===== src/rtl/hold_pulse_tx.sv =====
// Transmit side of the button hold-duration detector: raises the tx line for a
// programmed number of prescaler ticks, then forces a release gap.
module hold_pulse_tx #(
    parameter int unsigned PRESCALE_BITS = 14,
    parameter int unsigned LVL0_TICKS    = 12,
    parameter int unsigned LVL1_TICKS    = 24,
    parameter int unsigned LVL2_TICKS    = 36,
    parameter int unsigned LVL3_TICKS    = 48,
    parameter int unsigned GAP_TICKS     = 4
) (
    input  logic [7:0] io_in,
    output logic [7:0] io_out
);

    if (PRESCALE_BITS < 1 ||
        LVL0_TICKS < 1 || LVL0_TICKS > 63 || LVL1_TICKS < 1 || LVL1_TICKS > 63 ||
        LVL2_TICKS < 1 || LVL2_TICKS > 63 || LVL3_TICKS < 1 || LVL3_TICKS > 63 ||
        GAP_TICKS < 1 || GAP_TICKS > 63) begin : g_bad_param
        $error("hold_pulse_tx: tick counts must be 1..63 and PRESCALE_BITS >= 1");
    end

    typedef enum logic [1:0] {
        IDLE = 2'd0,
        ARM  = 2'd1,
        HOLD = 2'd2,
        GAP  = 2'd3
    } state_t;

    localparam logic [5:0]               GAP_LOAD  = 6'(GAP_TICKS);
    localparam logic [PRESCALE_BITS-1:0] PRESC_ONE = PRESCALE_BITS'(1);

    logic clk;
    logic rst;
    logic unused_pins;

    assign clk         = io_in[0];
    assign rst         = io_in[7];
    assign unused_pins = &{1'b0, io_in[6:5]};

    state_t                   state, state_nxt;
    logic [5:0]               cnt, cnt_nxt;
    logic [1:0]               level, level_nxt;
    logic                     aborted, aborted_nxt;
    logic                     done, done_nxt;
    logic [PRESCALE_BITS-1:0] presc;
    logic                     tick;
    logic                     start_meta, start_sync, start_prev;
    logic                     abort_meta, abort_sync;
    logic                     start_edge;

    function automatic logic [5:0] level_ticks(input logic [1:0] code);
        case (code)
            2'd0:    return 6'(LVL0_TICKS);
            2'd1:    return 6'(LVL1_TICKS);
            2'd2:    return 6'(LVL2_TICKS);
            default: return 6'(LVL3_TICKS);
        endcase
    endfunction

    assign tick       = &presc;
    assign start_edge = start_sync & ~start_prev;

    // Two-flop synchronisers plus one history flop for start edge detection
    always_ff @(posedge clk or posedge rst) begin
        if (rst) begin
            start_meta <= 1'b0;
            start_sync <= 1'b0;
            start_prev <= 1'b0;
            abort_meta <= 1'b0;
            abort_sync <= 1'b0;
            presc      <= '0;
        end else begin
            start_meta <= io_in[1];
            start_sync <= start_meta;
            start_prev <= start_sync;
            abort_meta <= io_in[4];
            abort_sync <= abort_meta;
            presc      <= presc + PRESC_ONE;
        end
    end

    always_ff @(posedge clk or posedge rst) begin
        if (rst) begin
            state   <= IDLE;
            cnt     <= 6'd0;
            level   <= 2'd0;
            aborted <= 1'b0;
            done    <= 1'b0;
        end else begin
            state   <= state_nxt;
            cnt     <= cnt_nxt;
            level   <= level_nxt;
            aborted <= aborted_nxt;
            done    <= done_nxt;
        end
    end

    always_comb begin
        state_nxt   = state;
        cnt_nxt     = cnt;
        level_nxt   = level;
        aborted_nxt = aborted;
        done_nxt    = 1'b0;
        case (state)
            IDLE: begin
                if (start_edge) begin
                    state_nxt   = ARM;
                    level_nxt   = io_in[3:2];
                    cnt_nxt     = level_ticks(io_in[3:2]);
                    aborted_nxt = 1'b0;
                end
            end
            ARM: begin
                // Abort takes priority over the tick that would start the hold
                if (abort_sync) begin
                    state_nxt   = GAP;
                    cnt_nxt     = GAP_LOAD;
                    aborted_nxt = 1'b1;
                end else if (tick) begin
                    state_nxt = HOLD;
                end
            end
            HOLD: begin
                if (abort_sync) begin
                    state_nxt   = GAP;
                    cnt_nxt     = GAP_LOAD;
                    aborted_nxt = 1'b1;
                end else if (tick) begin
                    if (cnt == 6'd1) begin
                        state_nxt = GAP;
                        cnt_nxt   = GAP_LOAD;
                    end else begin
                        cnt_nxt = cnt - 6'd1;
                    end
                end
            end
            GAP: begin
                if (tick) begin
                    if (cnt == 6'd1) begin
                        state_nxt = IDLE;
                        cnt_nxt   = 6'd0;
                        done_nxt  = ~aborted;
                    end else begin
                        cnt_nxt = cnt - 6'd1;
                    end
                end
            end
            default: state_nxt = IDLE;
        endcase
    end

    // tx and busy decode straight from the state register so reset drops them at once
    assign io_out = {state, level, tick, done, (state != IDLE), (state == HOLD)};

endmodule


===== config.mk =====
export PLATFORM = sky130hd
export DESIGN_NAME = hold_pulse_tx
export DESIGN_NICKNAME = d
export VERILOG_FILES = /design/src/rtl/hold_pulse_tx.sv
export SDC_FILE = /design/constraint.sdc
export NUM_CORES = 1
export LEC_CHECK = 0
export ABC_AREA = 1
export CAP_MARGIN = 20
export CORE_MARGIN = 2
export CORE_UTILIZATION = 55
export CTS_CLUSTER_DIAMETER = 50
export DETAILED_ROUTE_END_ITERATION = 7
export GPL_ROUTABILITY_DRIVEN = 0
export PLACE_DENSITY_LB_ADDON = 0.2
export SKIP_LAST_GASP = 1
export SYNTH_ARGS = -nofsm -noshare
export SYNTH_HDL_FRONTEND = slang
export SYNTH_SLANG_ARGS = --single-unit

===== constraint.sdc =====
create_clock -name io_in -period 3 [get_ports io_in]
set_input_delay 0.6 -clock io_in [delete_from_list [all_inputs] [get_ports io_in]]
set_output_delay 0.6 -clock io_in [all_outputs]
set_load 0.1 [all_outputs]

==> reports/metrics.yaml <==
clock_network:
  post_cts.repair.setup_buffers: 0
  cts_hold_buf: 0
  cts_tree: "built"
  clkLatencyLatePin_ns: 0.34
  ctsResizeCount: 0
  clk_pin_slew_worst_paths_ns: 0.10
worst_setup_path:
  reg2reg_from: "state[0]"
  worstPathRequired_ns: 2.40
  cp_cell_sequence: "ha_1, nand2_2, nor2_4, nand4_4, inv_1, buf_4"
  arrival_ns: 1.72
  cp-end-kind: "output port"
  start_kind: "register"
  worstReg2RegEnd: "cnt[5]"
  rr_worst_depth: 10
  r2r_slack_ns: 1.30
  crit_slowest_cell: "dfrtp_1"
  max_stage_delay_ns: 0.40
  path_max_fanout: 5
  path_buf_inv: 2
  crit_cells: 6
  crit_family: "flip-flops"
  criticalPathCategory: "register to output port"
logic_synthesis:
  syn_nets: 183
  synthFlopType: "dfrtp_1"
  synth-edff-count: 0
  yosys_warnings: 0
  synth_cell_type_count: 30
  syn_inst: 168
  syn-mean-instance-area_um2: 9.42
  syn_area_um2: 1580
  ys_seq_elements: 31
  ys_seq_area_share_pct: 49.0
  async_reset_ff_share_pct: 100
sta:
  fin_crit_ns: 2.32
  hold_viol: 2
  fmax_ghz: 0.431
  rsz0062_at_grt: "no"
  worstMarginPinSlew_ns: 0.327
  finalSetupViolations: 0
  max_slew_margin_pct: 78.1
  setup_tns_ns: 0
  fin_crit_sh_pct: 77.4
  slew_violations: 0
  fin_worst_hold_slack_ns: -0.305
  fin_skew_ns: 0.0159
power:
  cellPowerDensity_nw_per_um2: 774
  vdd_drop_max_mv: 0.648
  p_total_mw: 1.56
  p_leak_nw: 1.03
hold_path:
  worstHoldStart: "io_in[1]"
  hold_path_depth: 0
  hold_path.class: "clock port to register"
  min_to: "start_meta"
detailed_routing:
  wl_per_cell_um: 13.6
  wl_met2_um: 1720
  drc_errors: 0
  vias: 1399
  via_per_inst: 5.26
  top_layer: "met4"
  drtAntennaViolNets: 0
  wl_met1_um: 1370
  drt_first_pass_iters: 4
  drt-total-wl_um: 3630
  initialDrtViolationCount: 59
  met3_length_um: 372
finish:
  fillers: 206
  syn_to_final_growth_pct: 27.3
  nets: 244
  fin_area_um2: 2010
  diodes: 0
  drive_gt1_share_pct: 21.7
floorplanning:
  die_area_um2: 3320
  fp.dieH_um: 57.6
  io_pins: 16
  num_rows: 19
  core_um2: 2730
  initial_utilization_pct: 57.9
  die_w_um: 57.6
grt:
  grt-ovfl-total: 0
  first_global_vias: 1716
  grt_max_degree: 11
  antenna_found_initial: 0
  grt_pass1_wl_um: 6270
  grt_use_total_pct: 29.8
status:
  violations: "negative hold slack"
  status: "finished with violations"
place:
  dpl.hpwl_um: 2040
  io_buffers: 8
  placed_area_um2: 1670
run:
  cap_violations: 0
how the worst max path moves through the flow:
stage / startpoint / endpoint / slack [ns]
CTS: presc[0] / io_out[3] / 0.67
finish: presc[0] / io_out[3] / 0.68
floorplan: state[1] / cnt[5] / 0.13
global placement: io_in[7] / abort_meta / 0.84
detailed placement: io_in[7] / abort_meta / 0.84
global route: presc[0] / io_out[3] / 0.57
kinds of logic (layout without fill, tap and decap cells):
kind of cell | Yosys count | count (layout) | share of synthesized area (%)
AND/OR/NAND/NOR | 72 | 72 | 23.4
XOR/XNOR | 13 | 13 | 7.19
buffers and inverters | 25 | 92 | 6.40
flip-flops | 31 | 31 | 49.0
AO/OA/AOI/OAI | 19 | 19 | 7.75
multiplexers | 1 | 1 | 0.711
adder cells (fa/ha/maj) | 7 | 7 | 5.53
Yosys cell counts, types with 2 or more instances:
cell type | instances | area share (%)
o21ai_1 | 3 | 0.95
nor2_1 | 8 | 1.9
nand3_1 | 11 | 3.5
nand2_1 | 34 | 8.1
ha_1 | 7 | 5.5
nand2_2 | 4 | 1.6
a21oi_1 | 5 | 1.6
o21ai_2 | 2 | 1.1
nand3b_1 | 2 | 0.95
o21ai_0 | 4 | 1.3
nor2_2 | 3 | 1.2
dfrtp_1 | 31 | 49
inv_1 | 23 | 5.5
xor2_1 | 8 | 4.4
xnor2_1 | 5 | 2.8
nor2_4 | 2 | 1.4
nand4_1 | 2 | 0.79
buf_4 | 2 | 0.95
worst register-to-register path, stage by stage (launching register included):
cell	delay (ns)
dfrtp_1	0.46
inv_1	0.11
ha_1	0.20
inv_1	0.09
o21ai_4	0.23
nand2_1	0.12
nor2_2	0.19
nand2_1	0.06
o21ai_0	0.08
nand2_1	0.07
nand2_1	0.05
layout by cell type (no fill, tap or decap), drive strengths merged:
cell      instances
inv              55
nand2            39
dfrtp            31
clkbuf           25
nor2             13
nand3            12
o21ai            10
xor2              8
buf               8
ha                7
xnor2             5
a21oi             5
nand4             3
nand3b            2
nor3              2
a21boi            2
clkinv            2
mux2              1
a31oi             1
nor4              1
o211ai            1
clkinvlp          1
bufinv            1
per-stage QoR:
step	setup WS [ns]	hold WS, ns	std cells	util (%)
global route	0.573	-0.338	266	73.7
finish	0.678	-0.305	266	73.7
floorplan	0.126	0.0314	168	-
global placement	0.838	0.0314	205	61.0
CTS	0.672	-0.316	266	73.7
detailed placement	0.838	0.0314	205	61.0
registers in the layout (all words and copies together) (netlist names):
register / flops
presc: 14
cnt: 6
level: 2
state: 2
abort_meta: 1
abort_sync: 1
aborted: 1
done: 1
start_meta: 1
start_prev: 1
start_sync: 1
power breakdown:
group            total, mW  switching (mW)  internal [mW]  leakage, nW
logic          0.000000274               0              0        0.274
clock network         1.14           0.603          0.534        0.319
registers            0.423               0          0.423        0.436
layout make-up:
class | instances | area, µm² | share of cell area [%]
Clock buffer | 25 | 176 | 8.76
Clock inverter | 38 | 179 | 8.88
Inverter | 21 | 78.8 | 3.91
Multi-Input combinational cell | 112 | 706 | 35.0
Sequential cell | 31 | 776 | 38.5
Tap cell | 31 | 38.8 | 1.93
Timing Repair Buffer | 8 | 60.1 | 2.98
layer usage:
metal,vias to the layer above,track usage (%)
li1,662,-
met1,662,21.9
met2,52,35.2
met3,23,34.4
met4,0,34.9
met5,-,3.17
Power figures use the tool's default switching activity.
